### config.mk
export PLATFORM = sky130hd
export DESIGN_NAME = pe_array_ctrl_flat
export DESIGN_NICKNAME = d
export VERILOG_FILES = /design/src/rtl/pe_array_ctrl_if.sv /design/src/rtl/pe_array_ctrl.sv /design/src/flat_wrapper.sv
export SDC_FILE = /design/constraint.sdc
export NUM_CORES = 1
export LEC_CHECK = 0
export ABC_AREA = 0
export BUFFER_PORTS_ARGS = -buffer_cell sky130_fd_sc_hd__buf_2
export CAP_MARGIN = 20
export CELL_PAD_IN_SITES_DETAIL_PLACEMENT = 0
export CELL_PAD_IN_SITES_GLOBAL_PLACEMENT = 1
export CORE_MARGIN = 4
export CORE_UTILIZATION = 35
export CTS_BUF_LIST = sky130_fd_sc_hd__clkbuf_4
export DETAILED_ROUTE_END_ITERATION = 12
export PLACE_DENSITY = 0.89
export RECOVER_POWER = 100
export SLEW_MARGIN = 20
export SYNTH_ARGS = -nofsm -noshare
export SYNTH_HDL_FRONTEND = slang
export SYNTH_SLANG_ARGS = --single-unit
### constraint.sdc
create_clock -name clk -period 1.9 [get_ports clk]
set_input_delay 0.19 -clock clk [delete_from_list [all_inputs] [get_ports clk]]
set_output_delay 0.19 -clock clk [all_outputs]
set_load 0.02 [all_outputs]
### src/rtl/pe_array_ctrl_if.sv
// rtl/pe_array_ctrl_if.sv - command, A/B memory, PE and result signal bundle for pe_array_ctrl
interface pe_array_ctrl_if #(
  parameter int P           = 8,
  parameter int DATA_WIDTH  = 16,
  parameter int ACCUM_WIDTH = 2*DATA_WIDTH,
  parameter int AW          = (P*P > 1) ? $clog2(P*P) : 1
);
  localparam int IW = (P > 1) ? $clog2(P) : 1;

  logic                          start;
  logic                          abort;
  logic                          busy;
  logic                          done;
  logic                          err;
  logic                          a_rd_en;
  logic [IW-1:0]                 a_rd_addr;
  logic                          b_rd_en;
  logic [AW-1:0]                 b_rd_addr;
  logic signed [DATA_WIDTH-1:0]  b_rd_data;
  logic                          pe_load_row;
  logic                          pe_start;
  logic signed [DATA_WIDTH-1:0]  pe_col_entry;
  logic                          pe_done;
  logic                          pe_err;
  logic signed [ACCUM_WIDTH-1:0] pe_total;
  logic                          c_valid;
  logic                          c_ready;
  logic signed [ACCUM_WIDTH-1:0] c_data;
  logic [IW-1:0]                 c_row;
  logic [IW-1:0]                 c_col;

  modport master (
    input  start, abort, b_rd_data, pe_done, pe_err, pe_total, c_ready,
    output busy, done, err, a_rd_en, a_rd_addr, b_rd_en, b_rd_addr,
           pe_load_row, pe_start, pe_col_entry, c_valid, c_data, c_row, c_col
  );

  modport slave (
    output start, abort, b_rd_data, pe_done, pe_err, pe_total, c_ready,
    input  busy, done, err, a_rd_en, a_rd_addr, b_rd_en, b_rd_addr,
           pe_load_row, pe_start, pe_col_entry, c_valid, c_data, c_row, c_col
  );
endinterface

### src/rtl/pe_array_ctrl.sv
// rtl/pe_array_ctrl.sv - sequences one PE row over a P x P matrix product C = A*B, row-major
module pe_array_ctrl #(
  parameter int P           = 8,
  parameter int DATA_WIDTH  = 16,
  parameter int ACCUM_WIDTH = 2*DATA_WIDTH,
  parameter int AW          = (P*P > 1) ? $clog2(P*P) : 1
) (
  input  logic            clk,
  input  logic            rst_n,
  pe_array_ctrl_if.master bus
);
  localparam int IW = (P > 1) ? $clog2(P) : 1;
  localparam logic [IW-1:0] LAST = IW'(P-1);

  typedef enum logic [2:0] {IDLE, LDREQ, LOAD, START, STREAM, WAIT, OUT} state_e;

  state_e                        state_q, state_d;
  logic [IW-1:0]                 i_q, i_d, j_q, j_d, s_q, s_d;
  logic                          err_q, err_d, done_q, done_d;
  logic signed [ACCUM_WIDTH-1:0] c_data_q, c_data_d;
  logic [IW-1:0]                 c_row_q, c_row_d, c_col_q, c_col_d;

  logic                          a_rd_en, b_rd_en, pe_load_row, pe_start, c_valid;
  logic [IW-1:0]                 a_rd_addr;
  logic [AW-1:0]                 b_rd_addr;
  logic signed [DATA_WIDTH-1:0]  pe_col_entry;

  always_ff @(posedge clk or negedge rst_n) begin
    if (!rst_n) begin
      state_q  <= IDLE;
      i_q      <= '0;
      j_q      <= '0;
      s_q      <= '0;
      err_q    <= 1'b0;
      done_q   <= 1'b0;
      c_data_q <= '0;
      c_row_q  <= '0;
      c_col_q  <= '0;
    end else begin
      state_q  <= state_d;
      i_q      <= i_d;
      j_q      <= j_d;
      s_q      <= s_d;
      err_q    <= err_d;
      done_q   <= done_d;
      c_data_q <= c_data_d;
      c_row_q  <= c_row_d;
      c_col_q  <= c_col_d;
    end
  end

  always_comb begin
    state_d      = state_q;
    i_d          = i_q;
    j_d          = j_q;
    s_d          = s_q;
    done_d       = 1'b0;
    err_d        = err_q | (bus.pe_err && (state_q != IDLE));
    c_data_d     = c_data_q;
    c_row_d      = c_row_q;
    c_col_d      = c_col_q;
    a_rd_en      = 1'b0;
    a_rd_addr    = '0;
    b_rd_en      = 1'b0;
    b_rd_addr    = '0;
    pe_load_row  = 1'b0;
    pe_start     = 1'b0;
    pe_col_entry = '0;
    c_valid      = 1'b0;

    case (state_q)
      IDLE: begin
        if (bus.start) begin
          i_d     = '0;
          j_d     = '0;
          err_d   = 1'b0;
          state_d = LDREQ;
        end
      end
      LDREQ: begin
        a_rd_en   = 1'b1;
        a_rd_addr = i_q;
        state_d   = LOAD;
      end
      LOAD: begin
        pe_load_row = 1'b1;
        state_d     = START;
      end
      START: begin
        pe_start  = 1'b1;
        b_rd_en   = 1'b1;
        b_rd_addr = AW'(32'(j_q));
        s_d       = '0;
        state_d   = STREAM;
      end
      STREAM: begin
        // B read for beat s+1 is issued while beat s is forwarded to the PE
        pe_col_entry = bus.b_rd_data;
        if (s_q != LAST) begin
          b_rd_en   = 1'b1;
          b_rd_addr = AW'((32'(s_q) + 32'd1) * 32'(P) + 32'(j_q));
          s_d       = s_q + 1'b1;
        end else begin
          state_d = WAIT;
        end
      end
      WAIT: begin
        if (bus.pe_done) begin
          c_data_d = bus.pe_total;
          c_row_d  = i_q;
          c_col_d  = j_q;
          state_d  = OUT;
        end
      end
      OUT: begin
        c_valid = 1'b1;
        if (bus.c_ready) begin
          if (j_q != LAST) begin
            j_d     = j_q + 1'b1;
            state_d = START;
          end else if (i_q != LAST) begin
            j_d     = '0;
            i_d     = i_q + 1'b1;
            state_d = LDREQ;
          end else begin
            done_d  = 1'b1;
            state_d = IDLE;
          end
        end
      end
      default: state_d = IDLE;
    endcase

    if (bus.abort && (state_q != IDLE)) begin
      state_d = IDLE;
      done_d  = 1'b0;
    end
  end

  assign bus.busy         = (state_q != IDLE);
  assign bus.done         = done_q;
  assign bus.err          = err_q;
  assign bus.a_rd_en      = a_rd_en;
  assign bus.a_rd_addr    = a_rd_addr;
  assign bus.b_rd_en      = b_rd_en;
  assign bus.b_rd_addr    = b_rd_addr;
  assign bus.pe_load_row  = pe_load_row;
  assign bus.pe_start     = pe_start;
  assign bus.pe_col_entry = pe_col_entry;
  assign bus.c_valid      = c_valid;
  assign bus.c_data       = c_data_q;
  assign bus.c_row        = c_row_q;
  assign bus.c_col        = c_col_q;
endmodule

### src/flat_wrapper.sv
// flat-port wrapper written by rule: the top's interface ports become plain ports
module pe_array_ctrl_flat 
#(
  parameter int P           = 8,
  parameter int DATA_WIDTH  = 16,
  parameter int ACCUM_WIDTH = 2*DATA_WIDTH,
  parameter int AW          = (P*P > 1) ? $clog2(P*P) : 1
)
  (clk, rst_n, bus_start, bus_abort, bus_b_rd_data, bus_pe_done, bus_pe_err, bus_pe_total, bus_c_ready, bus_busy, bus_done, bus_err, bus_a_rd_en, bus_a_rd_addr, bus_b_rd_en, bus_b_rd_addr, bus_pe_load_row, bus_pe_start, bus_pe_col_entry, bus_c_valid, bus_c_data, bus_c_row, bus_c_col);
  pe_array_ctrl_if #(.P(P), .DATA_WIDTH(DATA_WIDTH), .ACCUM_WIDTH(ACCUM_WIDTH), .AW(AW)) bus_i ();
  input  logic clk;
  input  logic rst_n;
  input wire logic [$bits(bus_i.start)-1:0] bus_start;
  input wire logic [$bits(bus_i.abort)-1:0] bus_abort;
  input wire logic [$bits(bus_i.b_rd_data)-1:0] bus_b_rd_data;
  input wire logic [$bits(bus_i.pe_done)-1:0] bus_pe_done;
  input wire logic [$bits(bus_i.pe_err)-1:0] bus_pe_err;
  input wire logic [$bits(bus_i.pe_total)-1:0] bus_pe_total;
  input wire logic [$bits(bus_i.c_ready)-1:0] bus_c_ready;
  output wire logic [$bits(bus_i.busy)-1:0] bus_busy;
  output wire logic [$bits(bus_i.done)-1:0] bus_done;
  output wire logic [$bits(bus_i.err)-1:0] bus_err;
  output wire logic [$bits(bus_i.a_rd_en)-1:0] bus_a_rd_en;
  output wire logic [$bits(bus_i.a_rd_addr)-1:0] bus_a_rd_addr;
  output wire logic [$bits(bus_i.b_rd_en)-1:0] bus_b_rd_en;
  output wire logic [$bits(bus_i.b_rd_addr)-1:0] bus_b_rd_addr;
  output wire logic [$bits(bus_i.pe_load_row)-1:0] bus_pe_load_row;
  output wire logic [$bits(bus_i.pe_start)-1:0] bus_pe_start;
  output wire logic [$bits(bus_i.pe_col_entry)-1:0] bus_pe_col_entry;
  output wire logic [$bits(bus_i.c_valid)-1:0] bus_c_valid;
  output wire logic [$bits(bus_i.c_data)-1:0] bus_c_data;
  output wire logic [$bits(bus_i.c_row)-1:0] bus_c_row;
  output wire logic [$bits(bus_i.c_col)-1:0] bus_c_col;
  assign bus_i.start = bus_start;
  assign bus_i.abort = bus_abort;
  assign bus_i.b_rd_data = bus_b_rd_data;
  assign bus_i.pe_done = bus_pe_done;
  assign bus_i.pe_err = bus_pe_err;
  assign bus_i.pe_total = bus_pe_total;
  assign bus_i.c_ready = bus_c_ready;
  assign bus_busy = bus_i.busy;
  assign bus_done = bus_i.done;
  assign bus_err = bus_i.err;
  assign bus_a_rd_en = bus_i.a_rd_en;
  assign bus_a_rd_addr = bus_i.a_rd_addr;
  assign bus_b_rd_en = bus_i.b_rd_en;
  assign bus_b_rd_addr = bus_i.b_rd_addr;
  assign bus_pe_load_row = bus_i.pe_load_row;
  assign bus_pe_start = bus_i.pe_start;
  assign bus_pe_col_entry = bus_i.pe_col_entry;
  assign bus_c_valid = bus_i.c_valid;
  assign bus_c_data = bus_i.c_data;
  assign bus_c_row = bus_i.c_row;
  assign bus_c_col = bus_i.c_col;
  pe_array_ctrl #(.P(P), .DATA_WIDTH(DATA_WIDTH), .ACCUM_WIDTH(ACCUM_WIDTH), .AW(AW)) u_core (.clk(clk), .rst_n(rst_n), .bus(bus_i));
endmodule
==> flow_summary.yaml, run 1 <==
sta:
  period_minus_slack_ns: 2.003
  hold_viol: 0
  setup_ws_ns: -0.1027
  finalCritPeriodShare_pct: 105.4
  rsz0062_at_grt: "true"
  tightest_slew_ns: 0.7177
  fmax_mhz: 499.3
  setup_viol: 7
  slew_headroom_pct: 52.15
  skew_ns: 0.007772
  finalMaxSlewViolations: 0
critical_path:
  cp.arrival_ns: 1.81
  path_class: "register to output pin"
  endpoint_kind: "output pin"
  start_kind: "register"
  crit_fanout: 3
  required_ns: 1.71
power_and_ir_drop:
  p_leak_nw: 1.774
  power_density_nw_per_um2: 1192
  finalPower_mw: 4.013
  ir_drop_uv: 475.5
job:
  cap_violations: 0
place:
  hpwlAfterDp_um: 4336
  place.gp.congestion: 0.7491
  dpl_worst_slack_ns: -0.01879
  placement.io_buffers: 125
routing:
  wire_per_inst_um: 14.27
  via_per_inst: 4.768
  via_count: 1955
  drt_iter0_markers: 40
  drc: 0
  dr.pass1.iters: 3
  wirelength_um: 5850
  ant_nets: 0
clocking:
  cts.clk_slew.worst_paths_ns: 0.14
  cts.htree.levels: 2
  cts_buffers: 5
  cts_tree: "yes"
  clock-sinks: 52
  cts_root_buffer: "clkbuf_4"
  clk_path_buf_depth: 2
  clock_latency_ns: 0.35
yosys:
  ys_ff_latch: 52
  yosys_warnings: 0
  synthCells: 187
  yosysUniqueCellTypes: 36
  async_flop_share_pct: 100.0
  yosys.area.top_type_share_pct: 54.71
  syn-num-nets: 248
  yosysSeqAreaShare_pct: 54.71
  avgSynthCellArea_um2: 12.72
  netlist_area_um2: 2379
  synth_area_leaders: "dfrtp_1 55%, mux2_2 17%, and2_1 5.5%"
  synth_edf_count: 0
  ys.flop_type: "dfrtp_1"
  yosys.area.top_type: "dfrtp_1"
floorplan:
  chipWidth_um: 90.44
  start_util_pct: 36.83
  fp.coreArea_um2: 6459
  die_y_um: 90.44
  die_area_um2: 8178
  fp-row-count: 29
  ios: 126
global_routing:
  grt_pass1_vias: 2016
  grt_overflow_total: 0
  grtUsageTotal_pct: 13.98
  grt_first_pass_wirelength_um: 9563
  antenna_found_initial: 0
  grt_max_degree: 42
outcome:
  status: "finished, violations left"
  violations: "negative setup slack"
cells_and_area:
  areaGrowthSynthToFinish_pct: 41.56
  antennaDiodeCount: 0
  drive_gt1_share_pct: 50.15
  finalNetCount: 393
hold_path:
  hold_path.class: "input pin to register"
final cells by class:
type / instances / area [µm²]
multi-input cells: 120 / 1071
repair buffers: 149 / 823.3
inverters: 4 / 15.01
well taps: 77 / 96.34
flip-flops and latches: 52 / 1305
fillers: 606 / 3092
clock buffers: 6 / 45.04
clock inverters: 2 / 11.26
critical path, cell delays in order, from the launching register on:
cell	delay, ns
dfrtp_1	0.42
ha_2	0.20
ha_4	0.17
nor4b_4	0.32
nor2b_4	0.23
buf_6	0.12
per-stage QoR:
| step | utilization (%) | area (µm²) | hold slack [ns] | cells | setup TNS [ns] |
|---|---|---|---|---|---|
| after floorplan | - | 2379 | -0.1056 | 187 | 0 |
| after global placement | 48.33 | 3122 | 0.2550 | 385 | 0 |
| after detailed placement | 48.33 | 3122 | 0.2776 | 385 | -0.05121 |
| after CTS | 51.20 | 3307 | 0.02921 | 400 | -0.5688 |
| after global routing | 52.13 | 3367 | 0.02239 | 410 | -1.318 |
| final | 52.13 | 3367 | 0.05357 | 410 | -0.4709 |
sequential cells by signal, indices dropped and copies added, names as in the netlist:
register,flops
u_core.s_q,3
u_core.state_q,3
u_core.i_q,3
u_core.bus.done,1
u_core.j_q,3
u_core.bus.err,1
u_core.bus.c_row,3
u_core.bus.c_col,3
u_core.bus.c_data,32
what timing repair did:
| action | in CTS | in global routing |
|---|---|---|
| setup buffers | 6 | 8 |
| pin swaps | 2 | 6 |
| endpoints found under the hold margin | 28 | 0 |
| hold buffers | 1 | 0 |
| gates resized for setup | 20 | 27 |
| gates cloned | 0 | 2 |
| setup endpoints to repair | 23 | 26 |
path summary, 6_finish.rpt:
kind                                                 start                                end  slack (ns)  cells after the start
setup / recovery                 u_core.s_q[0]$_DFFE_PN0P_                   bus_b_rd_addr[3]       -0.10                      5
hold / removal                            bus_pe_total[14]  u_core.bus.c_data[14]$_DFFE_PN0P_        0.05                      2
setup reg to reg                 u_core.s_q[0]$_DFFE_PN0P_          u_core.s_q[2]$_DFFE_PN0P_       -0.04                      8
hold reg to reg            u_core.bus.c_col[2]$_DFFE_PN0P_    u_core.bus.c_col[2]$_DFFE_PN0P_        0.50                      2
max in group asynchronous                            rst_n          u_core.bus.done$_DFF_PN0_        0.47                      3
min in group asynchronous                            rst_n  u_core.bus.c_data[20]$_DFFE_PN0P_        0.40                      2
where the power goes:
| part | leakage [nW] | switching (mW) | internal, mW |
|---|---|---|---|
| clock | 0.0293 | 0.330 | 0.156 |
| combinational | 1.05 | 1.08 | 0.812 |
| sequential | 0.699 | 0.178 | 1.45 |
| total | 1.77 | 1.59 | 2.42 |
per-layer routing:
metal / part of all wire (%) / GRT usage (%) / vias to the layer above
li1: - / - / 945
met1: 40 / 16.57 / 921
met2: 51 / 24.33 / 87
met3: 8.8 / 4.333 / 2
met4: 0.36 / 4.082 / 0
met5: 0 / 0 / -
synthesized netlist by cell type (all sizes together), types with 2 or more instances:
library cell / count
and3b: 2
and2: 21
nand2: 5
a22o: 3
a21o: 2
nand3: 2
dfrtp: 52
inv: 4
ha: 6
nand4b: 2
clkbuf: 4
nor2: 6
buf: 7
o21ai: 9
nand4: 2
nor3b: 5
and4b: 2
mux2: 37
cell usage in the layout (no fill, tap or decap), types with 5 or more instances in the layout:
cell type  synthesis  layout
and2_1            21      16
and2_4             0       5
buf_2              6      72
buf_4              0      21
buf_6              1      11
clkbuf_1           4      41
clkbuf_4           0       7
dfrtp_1           52      49
mux2_2            36      36
nand2_1            5       5
nor2_1             6       5
o21ai_0            9       9
kinds of logic after synthesis:
kind of cell / Yosys count / synth area share, %
xor+xnor: 1 / 0.3683
simple gates: 54 / 14.41
fa+ha+maj: 6 / 3.156
buf+inv: 15 / 2.998
flops: 52 / 54.71
compound gates: 21 / 6.260
mux: 38 / 18.10
Note: power is estimated with default switching activity, not from simulation.
==> run 2, diff against run 1 <==
- PLACE_DENSITY: 0.89 -> 0.94
==> flow_summary.yaml, run 2 (synthesis gave the netlist of run 1 again) <==
clocking:
  cts_tree: "yes"
  cts.htree.levels: 2
  clock-sinks: 52
  cts.clk_slew.worst_paths_ns: 0.14
  cts_root_buffer: "clkbuf_4"
  clk_path_buf_depth: 2
  clock_latency_ns: 0.36
  cts_buffers: 5
critical_path:
  required_ns: 1.71
  path_class: "register to output pin"
  r2r_cells: 5
  start_kind: "register"
  cp.arrival_ns: 1.87
  crit_fanout: 2
  endpoint_kind: "output pin"
place:
  placement.io_buffers: 125
  dp_cells: 386
  place.gp.congestion: 0.7454
  hpwlAfterDp_um: 4343
sta:
  finalCritPeriodShare_pct: 108.4
  finalMaxSlewViolations: 0
  hold_viol: 0
  rsz0062_at_grt: "true"
  slew_headroom_pct: 55.31
  tightest_slew_ns: 0.6704
  skew_ns: 0.004745
  fmax_mhz: 485.4
  fin_setup_tns_ns: -0.7151
  setup_ws_ns: -0.1601
  setup_viol: 6
  period_minus_slack_ns: 2.060
cells_and_area:
  instances_no_fill: 411
  areaGrowthSynthToFinish_pct: 42.56
  drive_gt1_share_pct: 50.90
  largest_register_ffs: 32
  antennaDiodeCount: 0
  final_util_pct: 52.50
  final_cell_mix: "73 x buf_2, 49 x dfrtp_1, 40 x clkbuf_1"
  nFillCells: 600
  finalNetCount: 394
  layout_commonest_cell: "buf_2"
routing:
  wire_per_inst_um: 14.87
  wirelength_um: 6113
  dr.pass1.iters: 4
  drc: 0
  dr_wl_met3_um: 555
  ant_nets: 0
  via_count: 1980
  m1WireLength_um: 2436
  dr.max_layer_used: "met4"
  drt_iter0_markers: 27
  met2_length_um: 3048
  via_per_inst: 4.818
hold_path:
  whs_path_depth: 2
  hold_path.class: "input pin to register"
outcome:
  status: "finished, violations left"
  violations: "negative setup slack"
global_routing:
  antenna_found_initial: 0
  grtUsageTotal_pct: 14.72
  grt_pass1_vias: 2070
  grt_max_degree: 42
  grt_overflow_total: 0
  grt_first_pass_wirelength_um: 9991
power_and_ir_drop:
  ir_drop_uv: 452.6
  p_leak_nw: 1.797
  power_density_nw_per_um2: 1199
  finalPower_mw: 4.067
floorplan:
  die_y_um: 90.44
  fp-row-count: 29
  chipWidth_um: 90.44
  ios: 126
  start_util_pct: 36.83
  die_area_um2: 8178
  fp.coreArea_um2: 6459
job:
  cap_violations: 0
==> run 2: path summary, 6_finish.rpt <==
check | from | to | slack [ns]
worst max-delay path | u_core.s_q[0]$_DFFE_PN0P_ | bus_b_rd_addr[3] | -0.16
worst min-delay path | bus_abort | u_core.state_q[1]$_DFFE_PN0P_ | 0.03
worst max register to register | u_core.state_q[1]$_DFFE_PN0P_ | u_core.i_q[0]$_DFFE_PN0P_ | 0.09
worst min register to register | u_core.bus.c_col[2]$_DFFE_PN0P_ | u_core.bus.c_col[2]$_DFFE_PN0P_ | 0.49
max in group asynchronous | rst_n | u_core.bus.c_data[2]$_DFFE_PN0P_ | 0.46
min in group asynchronous | rst_n | u_core.bus.c_data[17]$_DFFE_PN0P_ | 0.36
==> run 2: worst max-delay path, cell delays in order (launching register included) <==
cell,delay (ns)
dfrtp_1,0.43
ha_2,0.22
ha_4,0.17
nor4b_4,0.25
buf_4,0.17
nor2b_4,0.15
buf_6,0.13
==> run 2: area by class of cell <==
class / instances / area [µm²] / share of cell area, %
Inverter: 4 / 15.01 / 0.4428
Clock inverter: 2 / 11.26 / 0.3321
Tap cell: 77 / 96.34 / 2.841
Clock buffer: 6 / 45.04 / 1.328
Multi-Input combinational cell: 120 / 1072 / 31.62
Sequential cell: 52 / 1305 / 38.49
Timing Repair Buffer: 150 / 845.8 / 24.94
==> run 2: power by group <==
part	switching [mW]	internal (mW)
combinational	1.08	0.838
sequential	0.198	1.45
clock	0.340	0.156
total	1.62	2.45
==> run 2: repair_timing <==
item	4_1_cts	5_1_grt
endpoints found under the hold margin	25	0
buffers inserted	6	8
hold buffers	1	0
pin swaps	2	1
endpoints found under the setup margin	26	26
resized for setup	16	29
cloned	0	2
==> run 2: per-layer routing <==
layer  track usage (%)  vias up
li1                  -      942
met4             4.082        0
met3             5.333        8
met1             17.76      935
met5                 0        -
met2             24.77       95
==> run 2: per-stage QoR <==
stage          area, µm²  setup WS (ns)  hold WS, ns
2_1_floorplan       2379        0.05939      -0.1056
3_3_place_gp        3129        0.04789       0.2232
3_5_place_dp        3129       -0.02262       0.2356
4_1_cts             3301        -0.1267     0.008782
5_1_grt             3391        -0.2551      0.01431
6_report            3391        -0.1601      0.03011
